==> src/rtl/pll_lock_supervisor.sv <==
// Supervises an iCE40 PLL from the oscillator domain: pulses RESETB, waits for a stable LOCK,
// then holds ready/sys_reset; retries on timeout and filters LOCK glitches while running.
module pll_lock_supervisor #(
  parameter int unsigned RESET_CYCLES  = 16,
  parameter int unsigned LOCK_TIMEOUT  = 1200,
  parameter int unsigned STABLE_CYCLES = 256,
  parameter int unsigned DROP_FILTER   = 4,
  parameter int unsigned COUNT_WIDTH   = 8
) (
  input  logic                   clock,
  input  logic                   reset,
  input  logic                   locked,
  input  logic                   clear_counts,
  output logic                   pll_resetb,
  output logic                   sys_reset,
  output logic                   ready,
  output logic                   lost_lock,
  output logic [COUNT_WIDTH-1:0] retry_count,
  output logic [COUNT_WIDTH-1:0] loss_count
);

  localparam int unsigned MaxA = (RESET_CYCLES > LOCK_TIMEOUT) ? RESET_CYCLES : LOCK_TIMEOUT;
  localparam int unsigned MaxB = (STABLE_CYCLES > DROP_FILTER) ? STABLE_CYCLES : DROP_FILTER;
  localparam int unsigned MaxCycles = (MaxA > MaxB) ? MaxA : MaxB;
  localparam int unsigned TW = $clog2(MaxCycles + 1);

  localparam logic [TW-1:0] ResetLast   = TW'(RESET_CYCLES - 1);
  localparam logic [TW-1:0] TimeoutLast = TW'(LOCK_TIMEOUT - 1);
  localparam logic [TW-1:0] StableLast  = TW'(STABLE_CYCLES - 1);
  localparam logic [TW-1:0] DropLast    = TW'(DROP_FILTER - 1);

  localparam logic [COUNT_WIDTH-1:0] CountMax = '1;

  localparam logic [1:0] StPllReset  = 2'd0;
  localparam logic [1:0] StWaitLock  = 2'd1;
  localparam logic [1:0] StStabilize = 2'd2;
  localparam logic [1:0] StRun       = 2'd3;

  logic [1:0]             sync_q;
  logic                   locked_s;
  logic [1:0]             state_q, state_d;
  logic [TW-1:0]          timer_q, timer_d;
  logic [COUNT_WIDTH-1:0] retry_q, retry_d;
  logic [COUNT_WIDTH-1:0] loss_q, loss_d;
  logic                   lost_q;
  logic                   retry_inc, loss_det;

  assign locked_s = sync_q[1];

  // One timer serves every state: reset pulse length, lock timeout, stable run, drop run.
  always_comb begin
    state_d   = state_q;
    timer_d   = timer_q;
    retry_inc = 1'b0;
    loss_det  = 1'b0;
    case (state_q)
      StPllReset: begin
        if (timer_q == ResetLast) begin
          state_d = StWaitLock;
          timer_d = '0;
        end else begin
          timer_d = timer_q + TW'(1);
        end
      end
      StWaitLock: begin
        if (locked_s) begin
          state_d = StStabilize;
          timer_d = '0;
        end else if (timer_q == TimeoutLast) begin
          state_d   = StPllReset;
          timer_d   = '0;
          retry_inc = 1'b1;
        end else begin
          timer_d = timer_q + TW'(1);
        end
      end
      StStabilize: begin
        if (!locked_s) begin
          state_d = StWaitLock;
          timer_d = '0;
        end else if (timer_q == StableLast) begin
          state_d = StRun;
          timer_d = '0;
        end else begin
          timer_d = timer_q + TW'(1);
        end
      end
      StRun: begin
        if (locked_s) begin
          timer_d = '0;
        end else if (timer_q == DropLast) begin
          state_d  = StPllReset;
          timer_d  = '0;
          loss_det = 1'b1;
        end else begin
          timer_d = timer_q + TW'(1);
        end
      end
      default: begin
        state_d = StPllReset;
        timer_d = '0;
      end
    endcase
  end

  // Clear wins over a same-cycle increment; counts stick at all-ones.
  always_comb begin
    retry_d = retry_q;
    loss_d  = loss_q;
    if (clear_counts) begin
      retry_d = '0;
      loss_d  = '0;
    end else begin
      if (retry_inc && (retry_q != CountMax)) retry_d = retry_q + COUNT_WIDTH'(1);
      if (loss_det && (loss_q != CountMax))   loss_d  = loss_q + COUNT_WIDTH'(1);
    end
  end

  always_ff @(posedge clock) begin
    if (reset) begin
      sync_q  <= 2'b00;
      state_q <= StPllReset;
      timer_q <= '0;
      retry_q <= '0;
      loss_q  <= '0;
      lost_q  <= 1'b0;
    end else begin
      sync_q  <= {sync_q[0], locked};
      state_q <= state_d;
      timer_q <= timer_d;
      retry_q <= retry_d;
      loss_q  <= loss_d;
      lost_q  <= loss_det;
    end
  end

  assign pll_resetb  = (state_q != StPllReset);
  assign ready       = (state_q == StRun);
  assign sys_reset   = ~ready;
  assign lost_lock   = lost_q;
  assign retry_count = retry_q;
  assign loss_count  = loss_q;

endmodule

==> config.mk <==
export PLATFORM = sky130hd
export DESIGN_NAME = pll_lock_supervisor
export DESIGN_NICKNAME = d
export VERILOG_FILES = /design/src/rtl/pll_lock_supervisor.sv
export SDC_FILE = /design/constraint.sdc
export NUM_CORES = 1
export LEC_CHECK = 0
export CAP_MARGIN = 0
export CORE_MARGIN = 2
export CORE_UTILIZATION = 55
export DETAILED_ROUTE_END_ITERATION = 10
export GPL_ROUTABILITY_DRIVEN = 0
export PLACE_DENSITY = 0.81
export SLEW_MARGIN = 20
export SYNTH_ARGS = -nofsm -noshare
export SYNTH_HDL_FRONTEND = slang
export SYNTH_SLANG_ARGS = --single-unit
==> constraint.sdc <==
create_clock -name clock -period 3.4 [get_ports clock]
set_input_delay 0.68 -clock clock [delete_from_list [all_inputs] [get_ports clock]]
set_output_delay 0.68 -clock clock [all_outputs]
set_load 0.01 [all_outputs]
==> flow_results.org <==
** Run status
- Run status :: complete, no violations

** Detailed routing
- Remaining number of nets flagged by the antenna check after routing :: 0
- Vias per cell :: ~6.2
- DR pass1 iterations :: 4
- The routed design has roughly 3500 um of wire.
- For this run, design rule violations remaining after detail routing come to 0.
- After detailed routing, the average wire length per cell comes to 14.30 um.
- DR vias :: ~1500
- Starting DRC count in detailed routing :: 40

** Floorplan
- Number of top-level design ports :: 24
- Horiz. Die Dim :: ~58 um
- For this configuration, the core starts out at a cell density of 0.5785.
- Area of the core :: around 2800 sq um
- From bottom edge to top edge, the die measures around 58 um.
- The die covers ~3300 sq um.
- The initialized floorplan defines 19 standard-cell rows.

** Yosys
- Cell types occupying the most area after synthesis :: dfxtp_1 40%, a211oi_1 4.7%, a21oi_1 4.4%
- Number of synthesis warnings :: 0
- Most used DFF post-synth :: dfxtp_1
- Number of enable flip-flop cells after synthesis :: 0
- When the netlist entered floorplanning its net count stood at 196.
- Of the post-synthesis cell area, the dominant cell type holds 0.4016.
- Of the synthesized area, sequential elements account for 0.4016.
- Yosys top cell by area :: dfxtp_1
- Counting every instance in the synthesized netlist gives around 190.
- After synthesis the cells add up to between 1500 and 2000 sq um.
- For this run, asynchronously set or reset flops after synthesis account for 0.
- The netlist uses 38 different library cells.
- Synthesis inferred 32 register bits.
- A synthesized cell averages between 8 and 9 sq um.

** Timing
- Transition at the pin with the smallest max-transition slack :: ~0.95 ns
- Worst hold slack :: between 0.4 and 0.5 ns
- Counting I/O delays and the setup requirement, the final critical path takes between 2 and 2.5 ns.
- The final hold violation count is 0.
- Number of pins with negative max-slew slack in the final report :: 0
- Setup repair after global routing left no endpoint under its margin.
- Final TNS setup :: 0 ns
- Highest attainable clock frequency :: between 400 and 500 MHz
- Relative slew margins :: 0.3644
- Setup clock skew after layout :: 0.01506 ns
- Total of endpoints with negative setup slack in the final report :: 0
- Share of the clock period used by the worst path :: 0.7307

** Clocking
- After clock tree synthesis, the clock-pin slew on the worst setup and hold paths is 0.11 ns.
- The clock passes through at most 2 buffers.
- The root buffer cell chosen for the clock tree is clkbuf_4.
- TritonCTS built the clock tree.
- Number of sinks driven by the clock tree :: 32
- Post-CTS setup repair buffer count :: 0
- After clock tree synthesis, the flow added hold-fix buffers numbering 0.
- The later pin in the worst-skew pair is clocked with a latency of between 0.3 and 0.4 ns.
- After clock tree synthesis, the repair step resized 0 gates.
- Depth of the CTS H-tree :: 2
- Cts bufs inserted :: 5

** Global route
- The first global-routing pass estimated ~6000 um of wire.
- Entering global routing, the biggest net connects 17 pins.
- The number of antenna violations at the first check in global routing is 0.
- Number of global-route vias before repair :: about 1400
- GRT overflow :: 0
- In the global route stage, overall resource usage came out at 0.2245.

** Critical path
- Capture point of the worst reg-to-reg path :: loss_count[4]
- CP endpoint kind :: flip-flop
- Biggest cell delay along the critical path :: approximately 0.66 ns
- Walking the worst path, the cells encountered are nor4_1, nand4_1, or4_1, a21oi_1.
- Startpoint class of the critical path :: flip-flop
- Largest fanout on the critical path :: 16
- Worst endpoint data arrival time :: 2.74 ns
- Crit-path leading delay family :: simple AND/OR/NAND/NOR gates
- The critical path is of the flip-flop to flip-flop type.
- STA puts the critical path data required time at roughly 3.7 ns.
- Together, buffers and inverters on the worst path number 0.
- Depth of the worst register-to-register path :: 4
- Flop-to-flop setup slack :: between 0.9 and 1 ns
- The slowest stage of the critical path belongs to the cell or4_1.
- R2r startpoint :: timer_q[6]

** Cells and area
- Count of filler cells inserted in the layout :: roughly 230
- In the final design database the tool counted around 220 nets.
- Share of layout cells above drive strength 1 :: 0.06161
- N_diodes :: 0
- Synth-to-Final Area Change :: 21.02%

** Power and ir drop
- In this run the power spent charging and discharging nets is around 0.00017 W.
- The share of total power dissipated in the clock network is 0.424.
- Internal power comes to 0.0005994 W.
- The worst-case IR drop observed on VDD is 385.7 uV.
- For this design the static power due to leakage is between 0.6 and 0.7 nW.
- Fraction of power spent switching nets :: 0.2220
- Share of power burned in registers :: 0.510
- Comb pwr share :: 0.067
- Total power per unit cell area :: roughly 400 nW/um^2

** Worst hold path
- Number of instances on the worst hold path :: 1
- The worst hold path terminates at sync_q[1].
- Type of the worst min-delay path :: flip-flop to flip-flop
- Worst min-delay path startpoint :: sync_q[0]

** Place
- Port buffering added 23 buffers.
- Once detailed placement completed, the half-perimeter wirelength came to approximately 2500 um.

** Job
- Max-cap violations :: 0
[worst register-to-register path, cell delays in order (launching register included)]
cell     delay, ns
dfxtp_1       0.37
nor4_1        0.61
nand4_1       0.62
or4_1         0.67
a21oi_1       0.15
[layout make-up]
cell class	instances	area (sq um)	share of cell area
clock inverters	1	30.03	0.01555
flip-flops and latches	32	640.6	0.3318
inverters	7	26.28	0.01361
multi-input cells	140	892.1	0.4621
clock buffers	7	65.06	0.03370
repair buffers	24	237.7	0.1231
well taps	31	38.79	0.02009
[power groups by stage]
stage / combinational (W) / sequential (W) / clock, W
after floorplan: 0.0000367 / 0.000399 / 0
after global placement: 0.0000496 / 0.000401 / 0
after detailed placement: 0.0000509 / 0.000401 / 0
after CTS: 0.0000514 / 0.000393 / 0.000331
after global routing: 0.0000575 / 0.000394 / 0.000345
final: 0.0000516 / 0.000393 / 0.000326
[cells in the mapped netlist, types with 2 or more instances]
cell type / count
dfxtp_1: 32
a21oi_1: 14
nand3_1: 13
nand2_1: 12
a211oi_1: 10
nor2_1: 8
o21ai_0: 8
xnor2_1: 8
clkbuf_1: 7
inv_1: 7
nand4_1: 6
nor3_1: 6
o31ai_1: 6
or3_1: 6
and3_1: 5
or4_1: 5
ha_1: 4
o211ai_1: 3
buf_2: 2
nor2b_1: 2
nor3b_1: 2
nor4_1: 2
o21a_1: 2
o311ai_0: 2
o41ai_1: 2
or2_2: 2
[registers in the layout (all words and copies together) (netlist names)]
register     flops
timer_q         11
lost_lock        1
loss_count       8
retry_count      8
sync_q           2
state_q          2
[worst max path at each step]
| stage | from | end | slack (ns) | depth (start not counted) |
|---|---|---|---|---|
| floorplan | timer_q[6] | retry_count[2] | 1.24 | 6 |
| global route | timer_q[6] | loss_count[4] | 0.73 | 4 |
| CTS | timer_q[6] | loss_count[4] | 0.93 | 4 |
| global placement | timer_q[6] | retry_count[4] | 1.05 | 4 |
| finish | timer_q[6] | loss_count[4] | 0.92 | 4 |
| detailed placement | state_q[0] | retry_count[5] | 0.97 | 4 |
[logic make-up after synthesis]
| group | Yosys count | synth area share |
|---|---|---|
| adders and majority gates | 4 | 0.03137 |
| buffers and inverters | 16 | 0.03922 |
| and+or+nand+nor | 74 | 0.2565 |
| xor gates and xnor gates | 9 | 0.04941 |
| DFF | 32 | 0.4016 |
| muxes | 1 | 0.006275 |
| AOI/OAI and AO/OA | 52 | 0.2157 |
[placed cells by master, fill, tap and decap left out, types with 2 or more instances in the layout]
cell type         n
dfxtp_1          32
clkdlybuf4s50_1  23
a21oi_1          14
nand3_1          13
nand2_1          12
a211oi_1         10
nor2_1            8
o21ai_0           8
xnor2_1           8
inv_1             7
nor3_1            6
nand4_1           6
o31ai_1           6
or3_1             6
and3_1            5
or4_1             5
clkbuf_4          5
ha_1              4
o211ai_1          3
or2_2             2
nor4_1            2
nor3b_1           2
o311ai_0          2
o41ai_1           2
nor2b_1           2
o21a_1            2
clkbuf_8          2
[routing by layer]
metal / global-route usage / up-vias / part of all wire
met1: 0.2819 / 697 / 0.46
met2: 0.3620 / 39 / 0.49
li1: - / 755 / -
met3: 0.06250 / 4 / 0.047
met4: 0.09635 / 0 / 0.0084
met5: 0 / - / 0
[per-stage QoR]
step           setup slack [ns]  total power [W]  cells  instance area, sq um    util
6_report                 0.9155        0.0007705    242                  1931  0.7001
5_1_grt                  0.7348        0.0007964    242                  1931  0.7001
4_1_cts                  0.9315        0.0007746    242                  1931  0.7001
3_5_place_dp             0.9688        0.0004522    234                  1836  0.6656
3_3_place_gp              1.046        0.0004505    234                  1836  0.6656
2_1_floorplan             1.236        0.0004358    188                  1595       -
Power figures use the tool's default switching activity.
